`config.mk`:
```
export PLATFORM = sky130hd
export DESIGN_NAME = controle_varredura
export DESIGN_NICKNAME = d
export VERILOG_FILES = /design/src/rtl/controle_varredura.sv
export SDC_FILE = /design/constraint.sdc
export NUM_CORES = 1
export LEC_CHECK = 0
export CAP_MARGIN = 20
export CORE_MARGIN = 5
export CORE_UTILIZATION = 52
export DETAILED_ROUTE_END_ITERATION = 10
export MAX_ROUTING_LAYER = met4
export PLACE_DENSITY_LB_ADDON = 0.2
export RECOVER_POWER = 25
export SKIP_CTS_REPAIR_TIMING = 1
export SLEW_MARGIN = 25
export SYNTH_ARGS = -nofsm -noshare
export SYNTH_HDL_FRONTEND = slang
export SYNTH_SLANG_ARGS = --single-unit
```
`constraint.sdc`:
```
create_clock -name clock -period 5 [get_ports clock]
set_input_delay 0.5 -clock clock [delete_from_list [all_inputs] [get_ports clock]]
set_output_delay 0.5 -clock clock [all_outputs]
set_load 0.02 [all_outputs]
```
`src/rtl/controle_varredura.sv`:
```
// rtl/controle_varredura.sv - sweep sequencer driving an external saturating up/down position counter
// Steps the counter 0 -> top -> 0 with timed vai/vem pulses, CICLOS times or continuously.
module controle_varredura #(
  parameter int N           = 7,
  parameter int TICK_CYCLES = 50,
  parameter int CICLOS      = 3,
  parameter int CW          = 4
) (
  input  logic          clock,
  input  logic          zera_as_n,
  input  logic          iniciar,
  input  logic          pausar,
  input  logic          parar,
  input  logic          modo_continuo,
  input  logic          fim,
  input  logic [N-1:0]  q,
  output logic          vai,
  output logic          vem,
  output logic          zera_s,
  output logic          direcao,
  output logic          ocupado,
  output logic          pronto,
  output logic [CW-1:0] voltas,
  output logic [3:0]    db_estado
);

  localparam int TW = (TICK_CYCLES > 1) ? $clog2(TICK_CYCLES) : 1;
  localparam logic [TW-1:0] TIMER_FIM  = TW'(TICK_CYCLES - 1);
  localparam logic [CW-1:0] VOLTAS_FIM = CW'(CICLOS);

  typedef enum logic [3:0] {
    OCIOSO       = 4'd0,
    PREPARA      = 4'd1,
    ESPERA_SOBE  = 4'd2,
    SOBE         = 4'd3,
    ESPERA_DESCE = 4'd4,
    DESCE        = 4'd5,
    FINAL        = 4'd7
  } estado_t;

  estado_t       estado, prox_estado;
  logic [TW-1:0] timer, prox_timer;
  logic [CW-1:0] voltas_r, prox_voltas;
  logic          dir_r, prox_dir;
  logic [CW-1:0] voltas_inc;

  assign voltas_inc = voltas_r + 1'b1;

  always_ff @(posedge clock or negedge zera_as_n) begin
    if (!zera_as_n) begin
      estado   <= OCIOSO;
      timer    <= '0;
      voltas_r <= '0;
      dir_r    <= 1'b0;
    end else begin
      estado   <= prox_estado;
      timer    <= prox_timer;
      voltas_r <= prox_voltas;
      dir_r    <= prox_dir;
    end
  end

  always_comb begin
    prox_estado = estado;
    prox_timer  = timer;
    prox_voltas = voltas_r;
    prox_dir    = dir_r;
    // Abort beats pause and the end-of-travel checks; counter, voltas and direction are left as they are.
    if (parar && estado != OCIOSO) begin
      prox_estado = OCIOSO;
    end else begin
      case (estado)
        OCIOSO: begin
          if (iniciar) begin
            prox_estado = PREPARA;
            prox_voltas = '0;
            prox_dir    = 1'b0;
            prox_timer  = '0;
          end
        end
        PREPARA: prox_estado = ESPERA_SOBE;
        ESPERA_SOBE: begin
          if (fim) begin
            prox_estado = ESPERA_DESCE;
            prox_timer  = '0;
            prox_dir    = 1'b1;
          end else if (!pausar) begin
            if (timer == TIMER_FIM) prox_estado = SOBE;
            else                    prox_timer  = timer + 1'b1;
          end
        end
        SOBE: begin
          prox_timer  = '0;
          prox_estado = ESPERA_SOBE;
        end
        ESPERA_DESCE: begin
          if (q == '0) begin
            prox_voltas = voltas_inc;
            if (!modo_continuo && voltas_inc == VOLTAS_FIM) begin
              prox_estado = FINAL;
            end else begin
              prox_estado = ESPERA_SOBE;
              prox_dir    = 1'b0;
              prox_timer  = '0;
            end
          end else if (!pausar) begin
            if (timer == TIMER_FIM) prox_estado = DESCE;
            else                    prox_timer  = timer + 1'b1;
          end
        end
        DESCE: begin
          prox_timer  = '0;
          prox_estado = ESPERA_DESCE;
        end
        FINAL:   prox_estado = OCIOSO;
        default: prox_estado = OCIOSO;
      endcase
    end
  end

  // Moore decode: each pulse belongs to exactly one state, so they can never overlap.
  assign vai       = (estado == SOBE);
  assign vem       = (estado == DESCE);
  assign zera_s    = (estado == PREPARA);
  assign pronto    = (estado == FINAL);
  assign ocupado   = (estado != OCIOSO);
  assign direcao   = dir_r;
  assign voltas    = voltas_r;
  assign db_estado = estado;

endmodule

```
==> metrics.md <==
| Metric | Value |
|---|---|
| CTS Sinks | `14` |
| Pleak | `0.5924 nW` |
| Gr ovfl total | `0` |
| Post-Route Skew | `0.003029 ns` |
| HP Start | `direcao` |
| Clock network fraction of total power | `12.2%` |
| Hold Violations, Final | `0` |
| CTS tree | `yes` |
| RSZ-0062 raised after global routing | `no` |
| Reg-to-reg slack, setup | `3.10 ns` |
| Routed met1 length | `1.078 mm` |
| Max IR drop VDD | `0.2825 mV` |
| Crit. Startpoint | `db_estado[1]` |
| Post-DP HPWL | `1.995 mm` |
| CP cell instances | `nor3_1 > inv_1 > clkdlybuf4s50_1` |
| Async S/R FF share, synth | `100.0%` |
| Top cell type's share of synthesized area | `32.41%` |
| Max-Cap Viols | `0` |
| Syn avg cell area | `9.319 sq um` |
| Global-route wire length before repair | `4.188 mm` |
| CP endpoint kind | `output port` |
| EDFF count, synth | `0` |
| Clock latency on the worst-skew pair | `0.28 ns` |
| Reg power frac | `31.4%` |
| FF-to-FF Start | `db_estado[1]` |
| Final worst setup slack | `2.557 ns` |
| NetSw | `0.0002269 W` |
| Post-Synthesis Cells | `116` |
| Crit path kind | `register to output port` |
| Iter 0 DRT Violations | `19` |
| Post-Route WL | `2.484 mm` |
| Most frequent cells in the layout | `clkdlybuf4s50_1, dfrtp_1, nor2_1` |
| Clock Pin Slew Worst Setup and Hold Paths | `0.08 ns` |
| Logic pwr share | `56.4%` |
| Slowest stage delay, CP | `0.55 ns` |
| DRT antenna net count | `0` |
| P per Cell Area | `380.3 nW/um^2` |
| Via density | `5.762` |
| # diodes | `0` |
| Port Buf Inserts | `26` |
| Sw frac | `43.99%` |
| Pre-CTS setup slack | `2.520 ns` |
| Slew Viols, Final | `0` |
| Fill cells | `174` |
| Die area | `3091 sq um` |
| WL met2 | `1.246 mm` |
| CTS root buf | `clkbuf_4` |
| Commonest non-fill, non-tap cell in the layout | `clkdlybuf4s50_1` |
| Ports | `28` |
| Layout cells sized above 1 | `13.48%` |
| Largest net degree at the start of global routing | `15` |
| Antenna violations before repair | `0` |
| Routability cong. | `0.8660` |
| Yosys warns | `0` |
| Post-Syn Area | `1081 sq um` |
| Synth area leader | `dfrtp_1` |
| Status | `finished, final reports clean` |
| Area contributors post-synth | `dfrtp_1, a22o_1, ha_1, nor2_1, nor3_1` |
| Critical Path Start Type | `register` |
| Fin crit share | `48.87%` |
| Final #Nets | `161` |
| H-tree depth | `1` |
| Vias in the first global route | `950` |
| Worst-Margin Slew | `0.6480 ns` |
| Sequential area share after synthesis | `32.41%` |
| Clock Tree Buf Depth | `2` |
| Synth Register Bits | `14` |
| FMAX | `409.2 MHz` |
| Crit path time final | `2.444 ns` |
| Max Fanout on Critical Path | `10` |
| Worst slew margin | `56.66%` |
| Hold Path Class | `register to register` |
| Final number of setup-violating endpoints | `0` |
| Initial Util | `55.10%` |
| Synth unique cells | `49` |
| DR pass1 iterations | `4` |
| Syn_nets | `134` |
| CP required | `4.50 ns` |
| CP arrival | `1.94 ns` |
| Inserted Clock Buffers | `3` |
| Slowest CP cell | `clkdlybuf4s50_1` |
| Largest delay contributor family on the critical path | `buffers and inverters` |
| Die W | `55.60 microns` |
| Max Used Layer | `met4` |
| Most used DFF post-synth | `dfrtp_1` |
| Synthesis-to-layout area growth | `25.46%` |
| Pint | `0.0002889 W` |
| Height of the die | `55.60 microns` |
| Setup Total Neg Slack | `0 ns` |
| DR WL/cell | `14.79 microns` |
| FP Rows | `16` |
| Total global-route track usage | `17.50%` |
| Routed via count | `968` |
| Area of the core | `1962 sq um` |
| WL met3 | `105 microns` |
| Post-route DRC | `0` |
| Worst Path Buf+Inv | `2` |
final timing paths:
path	to	cells past startpoint
max	ocupado	3
min	direcao	2
max reg2reg	direcao	4
min reg2reg	direcao	2
max in group asynchronous	timer[2]	1
min in group asynchronous	timer[3]	1
worst register-to-register path: stages, from the launching register on:
cell and delay (ns):
dfrtp_1 0.52, nor3_1 0.51, a211oi_1 0.24, nor4_1 0.33, mux2i_1 0.22
layer usage:
layer / global-route usage, % / up-vias
met3: 4.408 / 7
met2: 31.59 / 25
met5: - / -
li1: - / 478
met1: 17.43 / 458
met4: 8.333 / 0
flip-flops by register name (all words and copies together), names as in the netlist:
| signal | count |
|---|---|
| db_estado | 3 |
| timer | 6 |
| voltas | 4 |
| direcao | 1 |
logic make-up after synthesis:
group / after synthesis / synth area share [%]
AND/OR/NAND/NOR: 50 / 28.82
AO/OA/AOI/OAI: 32 / 25.12
flip-flops: 14 / 32.41
buffers and inverters: 13 / 6.944
adder cells (fa/ha/maj): 4 / 4.630
other: 1 / 0.3469
XOR/XNOR: 1 / 0.8103
multiplexers: 1 / 0.9260
power by group through the flow:
| stage | sequential [W] | clock (W) | combinational, W |
|---|---|---|---|
| 5_1_grt | 0.000166 | 0.0000700 | 0.000315 |
| 6_report | 0.000162 | 0.0000630 | 0.000291 |
| 3_5_place_dp | 0.000164 | 0 | 0.000291 |
| 3_3_place_gp | 0.000162 | 0 | 0.000287 |
| 2_1_floorplan | 0.000154 | 0 | 0.000220 |
| 4_1_cts | 0.000162 | 0.0000637 | 0.000292 |
cell usage after synthesis (all sizes together) (3+ instances only):
cell type and number:
nand2b 3, inv 9, buf 4, a22o 6, nor3 7, nand4b 3, ha 4, a21o 4
nor2b 4, dfrtp 14, nand3 5, o21ai 6, a21oi 4, nor2 11, nand2 5
cell type report:
type                       count  area [sq um]  share of cell area, %
multi-input combinational     89         655.6                  48.34
sequential                    14         350.3                  25.83
timing repair buffer          26         260.3                  19.19
inverter                       9         33.78                  2.491
tap                           27         33.78                  2.491
clock buffer                   3         22.52                  1.661
stage by stage:
| stage | std cells | util (%) | area (sq um) | hold WS (ns) | power, W |
|---|---|---|---|---|---|
| after global routing | 168 | 69.13 | 1356 | 0.5626 | 0.0005514 |
| final | 168 | 69.13 | 1356 | 0.5341 | 0.0005158 |
| after floorplan | 116 | - | 1081 | 0.2044 | 0.0003746 |
| after detailed placement | 165 | 67.98 | 1334 | 0.5265 | 0.0004546 |
| after global placement | 165 | 67.98 | 1334 | 0.5073 | 0.0004489 |
| after CTS | 168 | 69.13 | 1356 | 0.5399 | 0.0005172 |
No activity file was read; power rests on OpenSTA's default activity.
